==> src/rtl/load_store_unit_pkg.sv <==
// Shared definitions for the load/store unit: RV32I width codes, FSM states
// and the request legality helpers.
package lsu_pkg;

  localparam logic [2:0] F3_LB  = 3'b000;
  localparam logic [2:0] F3_LH  = 3'b001;
  localparam logic [2:0] F3_LW  = 3'b010;
  localparam logic [2:0] F3_LBU = 3'b100;
  localparam logic [2:0] F3_LHU = 3'b101;
  localparam logic [2:0] F3_SB  = 3'b000;
  localparam logic [2:0] F3_SH  = 3'b001;
  localparam logic [2:0] F3_SW  = 3'b010;

  typedef enum logic [1:0] {
    LSU_IDLE,
    LSU_ACCESS,
    LSU_WRITE,
    LSU_RESP
  } lsu_state_e;

  function automatic logic lsu_misaligned(input logic [2:0] funct3, input logic [1:0] off);
    case (funct3[1:0])
      2'b01:   return off[0];
      2'b10:   return off != 2'b00;
      default: return 1'b0;
    endcase
  endfunction

  function automatic logic lsu_illegal(input logic is_store, input logic [2:0] funct3);
    if (is_store) return funct3[2];
    return (funct3 == 3'b011) || (funct3 == 3'b110) || (funct3 == 3'b111);
  endfunction

endpackage

==> src/rtl/load_store_unit_if.sv <==
// Request/response handshake plus the word-only memory port of the load/store unit.
interface load_store_unit_if #(
  parameter int ADDR_WIDTH = 32
);
  logic                  req_valid;
  logic                  req_ready;
  logic                  req_is_store;
  logic [2:0]            req_funct3;
  logic [ADDR_WIDTH-1:0] req_addr;
  logic [31:0]           req_wdata;
  logic                  resp_valid;
  logic [31:0]           resp_rdata;
  logic                  resp_err;
  logic [ADDR_WIDTH-1:0] mem_access_addr;
  logic [31:0]           mem_in;
  logic                  mem_write_en;
  logic                  mem_read_en;
  logic [31:0]           mem_out;

  modport slave (
    input  req_valid, req_is_store, req_funct3, req_addr, req_wdata, mem_out,
    output req_ready, resp_valid, resp_rdata, resp_err,
           mem_access_addr, mem_in, mem_write_en, mem_read_en
  );

  modport master (
    output req_valid, req_is_store, req_funct3, req_addr, req_wdata, mem_out,
    input  req_ready, resp_valid, resp_rdata, resp_err,
           mem_access_addr, mem_in, mem_write_en, mem_read_en
  );
endinterface

==> src/rtl/load_store_unit_lane_mux.sv <==
// Combinational byte-lane logic: load extraction/extension and sub-word store merge.
module lsu_lane_mux
  import lsu_pkg::*;
(
  input  logic [31:0] word_i,
  input  logic [31:0] wdata_i,
  input  logic [1:0]  off_i,
  input  logic [2:0]  funct3_i,
  output logic [31:0] load_o,
  output logic [31:0] merged_o
);
  logic [31:0] byte_sh;
  logic [31:0] half_sh;
  logic [31:0] wdata_rep;
  logic [3:0]  lane_sel;

  assign byte_sh = word_i >> {off_i, 3'b000};
  assign half_sh = word_i >> {off_i[1], 4'b0000};

  always_comb begin
    load_o = word_i;
    case (funct3_i)
      F3_LB:   load_o = {{24{byte_sh[7]}}, byte_sh[7:0]};
      F3_LBU:  load_o = {24'h0, byte_sh[7:0]};
      F3_LH:   load_o = {{16{half_sh[15]}}, half_sh[15:0]};
      F3_LHU:  load_o = {16'h0, half_sh[15:0]};
      F3_LW:   load_o = word_i;
      default: load_o = word_i;
    endcase
  end

  // Store data is replicated into every lane; lane_sel picks which lanes take it.
  always_comb begin
    lane_sel  = 4'b1111;
    wdata_rep = wdata_i;
    case (funct3_i[1:0])
      F3_SB[1:0]: begin
        lane_sel  = 4'b0001 << off_i;
        wdata_rep = {4{wdata_i[7:0]}};
      end
      F3_SH[1:0]: begin
        lane_sel  = 4'b0011 << {off_i[1], 1'b0};
        wdata_rep = {2{wdata_i[15:0]}};
      end
      default: begin
        lane_sel  = 4'b1111;
        wdata_rep = wdata_i;
      end
    endcase
  end

  generate
    for (genvar gi = 0; gi < 4; gi++) begin : g_lane
      assign merged_o[8*gi +: 8] = lane_sel[gi] ? wdata_rep[8*gi +: 8] : word_i[8*gi +: 8];
    end
  endgenerate
endmodule

==> src/rtl/load_store_unit.sv <==
// Load/store unit FSM: turns byte/halfword RV32I accesses into word-aligned
// memory cycles, with read-modify-write for sub-word stores.
module load_store_unit
  import lsu_pkg::*;
#(
  parameter int ADDR_WIDTH = 32
) (
  input  logic             clk,
  input  logic             rst,
  load_store_unit_if.slave bus
);
  lsu_state_e            state_q, state_d;
  logic                  is_store_q, is_store_d;
  logic [2:0]            funct3_q, funct3_d;
  logic [ADDR_WIDTH-1:0] addr_q, addr_d;
  logic [31:0]           wdata_q, wdata_d;
  logic [31:0]           merged_q, merged_d;
  logic [31:0]           rdata_q, rdata_d;
  logic                  err_q, err_d;

  logic [31:0] load_data;
  logic [31:0] merged_data;
  logic        req_err;
  logic        is_sw;
  logic        write_phase;
  logic        run;

  lsu_lane_mux u_lane_mux (
    .word_i   (bus.mem_out),
    .wdata_i  (wdata_q),
    .off_i    (addr_q[1:0]),
    .funct3_i (funct3_q),
    .load_o   (load_data),
    .merged_o (merged_data)
  );

  assign req_err = lsu_illegal(bus.req_is_store, bus.req_funct3)
                 | lsu_misaligned(bus.req_funct3, bus.req_addr[1:0]);
  assign is_sw   = is_store_q && (funct3_q == F3_SW);

  always_comb begin
    state_d    = state_q;
    is_store_d = is_store_q;
    funct3_d   = funct3_q;
    addr_d     = addr_q;
    wdata_d    = wdata_q;
    merged_d   = merged_q;
    rdata_d    = rdata_q;
    err_d      = err_q;
    case (state_q)
      LSU_IDLE: begin
        if (bus.req_valid) begin
          is_store_d = bus.req_is_store;
          funct3_d   = bus.req_funct3;
          addr_d     = bus.req_addr;
          wdata_d    = bus.req_wdata;
          merged_d   = '0;
          rdata_d    = '0;
          err_d      = req_err;
          state_d    = req_err ? LSU_RESP : LSU_ACCESS;
        end
      end
      LSU_ACCESS: begin
        if (!is_store_q) begin
          rdata_d = load_data;
          state_d = LSU_RESP;
        end else if (is_sw) begin
          state_d = LSU_RESP;
        end else begin
          merged_d = merged_data;
          state_d  = LSU_WRITE;
        end
      end
      LSU_WRITE: state_d = LSU_RESP;
      LSU_RESP:  state_d = LSU_IDLE;
      default:   state_d = LSU_IDLE;
    endcase
  end

  always_ff @(posedge clk) begin
    if (rst) begin
      state_q    <= LSU_IDLE;
      is_store_q <= 1'b0;
      funct3_q   <= '0;
      addr_q     <= '0;
      wdata_q    <= '0;
      merged_q   <= '0;
      rdata_q    <= '0;
      err_q      <= 1'b0;
    end else begin
      state_q    <= state_d;
      is_store_q <= is_store_d;
      funct3_q   <= funct3_d;
      addr_q     <= addr_d;
      wdata_q    <= wdata_d;
      merged_q   <= merged_d;
      rdata_q    <= rdata_d;
      err_q      <= err_d;
    end
  end

  // Every output is masked while rst is high, so an interrupted WRITE never commits.
  assign run         = ~rst;
  assign write_phase = ((state_q == LSU_ACCESS) && is_sw) || (state_q == LSU_WRITE);

  assign bus.req_ready       = run && (state_q == LSU_IDLE);
  assign bus.resp_valid      = run && (state_q == LSU_RESP);
  assign bus.resp_rdata      = run ? rdata_q : 32'h0;
  assign bus.resp_err        = run && err_q;
  assign bus.mem_access_addr = run ? {addr_q[ADDR_WIDTH-1:2], 2'b00} : '0;
  assign bus.mem_read_en     = run && (state_q == LSU_ACCESS) && !is_sw;
  assign bus.mem_write_en    = run && write_phase;
  assign bus.mem_in          = !(run && write_phase) ? 32'h0 :
                               (state_q == LSU_WRITE) ? merged_q : wdata_q;
endmodule
==> src/flat_wrapper.sv <==
// flat-port wrapper written by rule: the top's interface ports become plain ports
module load_store_unit_flat import lsu_pkg::*;
#(
  parameter int ADDR_WIDTH = 32
)
  (clk, rst, bus_req_valid, bus_req_is_store, bus_req_funct3, bus_req_addr, bus_req_wdata, bus_mem_out, bus_req_ready, bus_resp_valid, bus_resp_rdata, bus_resp_err, bus_mem_access_addr, bus_mem_in, bus_mem_write_en, bus_mem_read_en);
  load_store_unit_if #(.ADDR_WIDTH(ADDR_WIDTH)) bus_i ();
  input  logic clk;
  input  logic rst;
  input wire logic [$bits(bus_i.req_valid)-1:0] bus_req_valid;
  input wire logic [$bits(bus_i.req_is_store)-1:0] bus_req_is_store;
  input wire logic [$bits(bus_i.req_funct3)-1:0] bus_req_funct3;
  input wire logic [$bits(bus_i.req_addr)-1:0] bus_req_addr;
  input wire logic [$bits(bus_i.req_wdata)-1:0] bus_req_wdata;
  input wire logic [$bits(bus_i.mem_out)-1:0] bus_mem_out;
  output wire logic [$bits(bus_i.req_ready)-1:0] bus_req_ready;
  output wire logic [$bits(bus_i.resp_valid)-1:0] bus_resp_valid;
  output wire logic [$bits(bus_i.resp_rdata)-1:0] bus_resp_rdata;
  output wire logic [$bits(bus_i.resp_err)-1:0] bus_resp_err;
  output wire logic [$bits(bus_i.mem_access_addr)-1:0] bus_mem_access_addr;
  output wire logic [$bits(bus_i.mem_in)-1:0] bus_mem_in;
  output wire logic [$bits(bus_i.mem_write_en)-1:0] bus_mem_write_en;
  output wire logic [$bits(bus_i.mem_read_en)-1:0] bus_mem_read_en;
  assign bus_i.req_valid = bus_req_valid;
  assign bus_i.req_is_store = bus_req_is_store;
  assign bus_i.req_funct3 = bus_req_funct3;
  assign bus_i.req_addr = bus_req_addr;
  assign bus_i.req_wdata = bus_req_wdata;
  assign bus_i.mem_out = bus_mem_out;
  assign bus_req_ready = bus_i.req_ready;
  assign bus_resp_valid = bus_i.resp_valid;
  assign bus_resp_rdata = bus_i.resp_rdata;
  assign bus_resp_err = bus_i.resp_err;
  assign bus_mem_access_addr = bus_i.mem_access_addr;
  assign bus_mem_in = bus_i.mem_in;
  assign bus_mem_write_en = bus_i.mem_write_en;
  assign bus_mem_read_en = bus_i.mem_read_en;
  load_store_unit #(.ADDR_WIDTH(ADDR_WIDTH)) u_core (.clk(clk), .rst(rst), .bus(bus_i));
endmodule
==> config.mk <==
export PLATFORM = sky130hd
export DESIGN_NAME = load_store_unit_flat
export DESIGN_NICKNAME = d
export VERILOG_FILES = /design/src/rtl/load_store_unit_pkg.sv /design/src/rtl/load_store_unit_if.sv /design/src/rtl/load_store_unit_lane_mux.sv /design/src/rtl/load_store_unit.sv /design/src/flat_wrapper.sv
export SDC_FILE = /design/constraint.sdc
export NUM_CORES = 1
export LEC_CHECK = 0
export CORE_AREA = 2 2 135 137
export DETAILED_ROUTE_END_ITERATION = 6
export DIE_AREA = 0 0 137 139
export GPL_TIMING_DRIVEN = 0
export PLACE_DENSITY = 0.66
export SYNTH_ARGS = -nofsm -noshare
export SYNTH_HDL_FRONTEND = slang
export SYNTH_SLANG_ARGS = --single-unit
==> constraint.sdc <==
create_clock -name clk -period 2.9 [get_ports clk]
set_clock_uncertainty 0.15 [all_clocks]
set_input_delay 0.58 -clock clk [delete_from_list [all_inputs] [get_ports clk]]
set_output_delay 0.58 -clock clk [all_outputs]
set_load 0.01 [all_outputs]
==> run_results.csv <==
group,metric,value,unit
drt,drt.antenna.violating_nets,0,
sta,rsz0062_at_grt,"false",
clock_network,postCtsHoldBufs,0,
drt,wl_per_cell,17.9,um
floorplan,die-height,139,um
logic_synthesis,synth_seq_cells,135,
logic_synthesis,netlist_area,6940,um2
critical_path,crit_type,"input pin to primary output",
critical_path,end_kind,"primary output",
finish,fin_util,56.3,%
critical_path,worstPathArrival,2.14,ns
drt,routed_wl,23700,um
critical_path,required,2.17,ns
global_route,grt_max_degree,17,
global_route,grt_antenna_before_repair,1,
critical_path,r2r-start,"u_core.state_q[0]",
sta,hold_viol_final,0,
global_route,grt_pass1_wl,36300,um
logic_synthesis,async_flop_share,0,%
hold_path,hold_path_class,"flip-flop to flip-flop",
finish,fillers,1701,
floorplan,io-pin-count,204,
sta,hold_ws,0.299,ns
clock_network,clkLatencyLatePin,0.43,ns
drt,dr_total_vias,6853,
drt,firstDrtPassIters,7,
clock_network,clockBufferDepth,2,
logic_synthesis,synth_flop_cell,"dfxtp_1",
finish,nets,1190,
sta,fin_crit,2.87,ns
placed_design,hpwl,17500,um
sta,finalMaxSlewViolations,0,
logic_synthesis,synthCells,861,
global_route,grt_usage,24.9,%
logic_synthesis,seq_area_frac_synth,38.9,%
critical_path,startpoint_type,"input pin",
logic_synthesis,yosysWarnings,0,
global_route,grt_overflow,0,
floorplan,rows,49,
logic_synthesis,yosysTopAreaCell,"dfxtp_1",
drt,drt_iter0_drc,489,
finish,drive_gt1_share,12.7,%
floorplan,start_util,39.3,%
logic_synthesis,synth_area_leaders,"dfxtp_1 39%, nand2_1 9.4%, mux2i_1 8.1%",
drt,viasPerCell,5.19,
finish,layout_common_cells,"174 x nand2_1, 133 x dfxtp_1, 124 x clkdlybuf4s50_1",
global_route,grt_pass1_vias,6584,
logic_synthesis,synth_enable_flop_cells,0,
power,p_per_area,773,nW/um2
floorplan,die_w,137,um
run_status,status,"complete, no violations",
clock_network,clock_tree.root_cell,"clkbuf_16",
clock_network,numCtsBuffers,17,
clock_network,clock_sinks,135,
critical_path,path_max_fanout,10,
finish,antenna_cells,0,
sta,fmax,349,MHz
placed_design,gp_congestion,0.904,
placed_design,portBuffers,201,
logic_synthesis,avgSynthCellArea,8.06,um2
finish,mostFrequentLayoutCell,"nand2_1",
critical_path,max_stage_delay,0.46,ns
sta,slew_headroom,45.8,%
critical_path,worst-r2r-setup-slack,0.27,ns
critical_path,critPathLaunch,"rst",
hold_path,worstHoldStart,"u_core.merged_q[7]",
drt,drc_errors,0,
clock_network,cts_tree,"done",
sta,min_period_over_period,98.9,%
clock_network,clk_pin_slew,0.06,ns
logic_synthesis,yosys.cell_types.count,48,
sta,setup_viol_count_final,0,
sta,tightest_slew,0.810,ns
finish,synthToLayoutAreaGrowth,43.3,%
clock_network,cts-htree-levels,4,
job,cap_violations,0,
floorplan,fp.dieArea,19000,um2
logic_synthesis,synth_top_area_share,38.9,%
power,leakage,4.20,nW
floorplan,coreArea,17700,um2
power,power,7.69,mW
critical_path,crit_slowest_cell,"clkdlybuf4s50_1",
clock_network,cts_setup_buffers,0,
critical_path,path_cells,"clkdlybuf4s50_1 -> clkbuf_8 -> or2_4 -> buf_4 -> nor2_2 -> clkdlybuf4s15_1",
power,ir_drop,430,uV
power breakdown:
group	internal (mW)	switching, mW	leakage, nW
clock	1.66	0.857	0.323
combinational	1.17	1.61	2.78
sequential	2.17	0.222	1.10
sequential cells by signal, summed over array words and instances (netlist names):
| name | cells |
|---|---|
| u_core.rdata_q | 32 |
| u_core.merged_q | 32 |
| u_core.funct3_q | 3 |
| u_core.wdata_q | 32 |
| u_core.state_q | 2 |
| u_core.addr_q | 32 |
| u_core.err_q | 1 |
| u_core.is_store_q | 1 |
what timing repair did:
item,4_1_cts,5_1_grt
gates cloned,0,0
pin swaps,0,0
setup endpoints to repair,95,54
resized for setup,111,49
worst max-delay path, delay by kind of cell:
kind | cells | cell delay, ns
buf+inv | 4 | 1.10
simple gates | 2 | 0.46
cells in the mapped netlist, drive strengths merged, types with 2 or more instances:
library cell and instances:
nor3 2, nor3b 8, mux2i 56, o21ba 2, dfxtp 135, nor2b 45
o221ai 7, buf 22, inv 40, nand2b 12, a211oi 2, o32ai 25
o21a 7, a21oi 80, nand3 8, a311oi 8, ha 8, o21ai 37
mux2 34, a222oi 8, clkbuf 52, and3b 2, nand2 174, nor2 70
o21bai 2
stage by stage:
step | TNS, ns | area (um2) | instances | worst slack (ns)
2_1_floorplan | 0 | 6950 | 862 | 0.534
3_3_place_gp | -58.89 | 9250 | 1292 | -0.935
3_5_place_dp | -57.22 | 9250 | 1292 | -0.913
4_1_cts | -0.0166 | 9960 | 1321 | -0.0166
5_1_grt | 0 | 9950 | 1320 | 0.00375
6_report | 0 | 9950 | 1320 | 0.0308
metal layers:
metal	share of wire, %	vias up	wire (um)	global-route usage [%]
met1	44	3168	10300	32.7
met2	45	291	10700	38.8
li1	-	3358	-	-
met4	2.1	2	489	7.65
met5	0.055	-	13	0
met3	9.1	34	2150	7.97
final cells by class:
cell class	instances	area, um2	share of cell area (%)
Buffer	71	364	3.66
Clock buffer	20	457	4.59
Clock inverter	11	221	2.23
Inverter	40	150	1.51
Multi-Input combinational cell	613	3840	38.6
Sequential cell	135	2710	27.2
Tap cell	229	287	2.88
Timing Repair Buffer	201	1920	19.3
final timing paths:
| kind | endpoint | depth (start not counted) |
|---|---|---|
| worst max-delay path | bus_mem_in[15] | 6 |
| worst min-delay path | u_core.merged_q[7] | 2 |
| worst max register to register | u_core.wdata_q[24] | 8 |
| worst min register to register | u_core.merged_q[7] | 2 |
cell families after synthesis:
group	count (synthesis)	share of synthesized area [%]
AND/OR/NAND/NOR	327	20.8
AO/OA/AOI/OAI	185	18.3
flip-flops	135	38.9
buffers and inverters	114	6.60
multiplexers	91	13.9
adder cells (fa/ha/maj)	8	1.44
other	1	0.0540
Note: power is estimated with default switching activity, not from simulation.
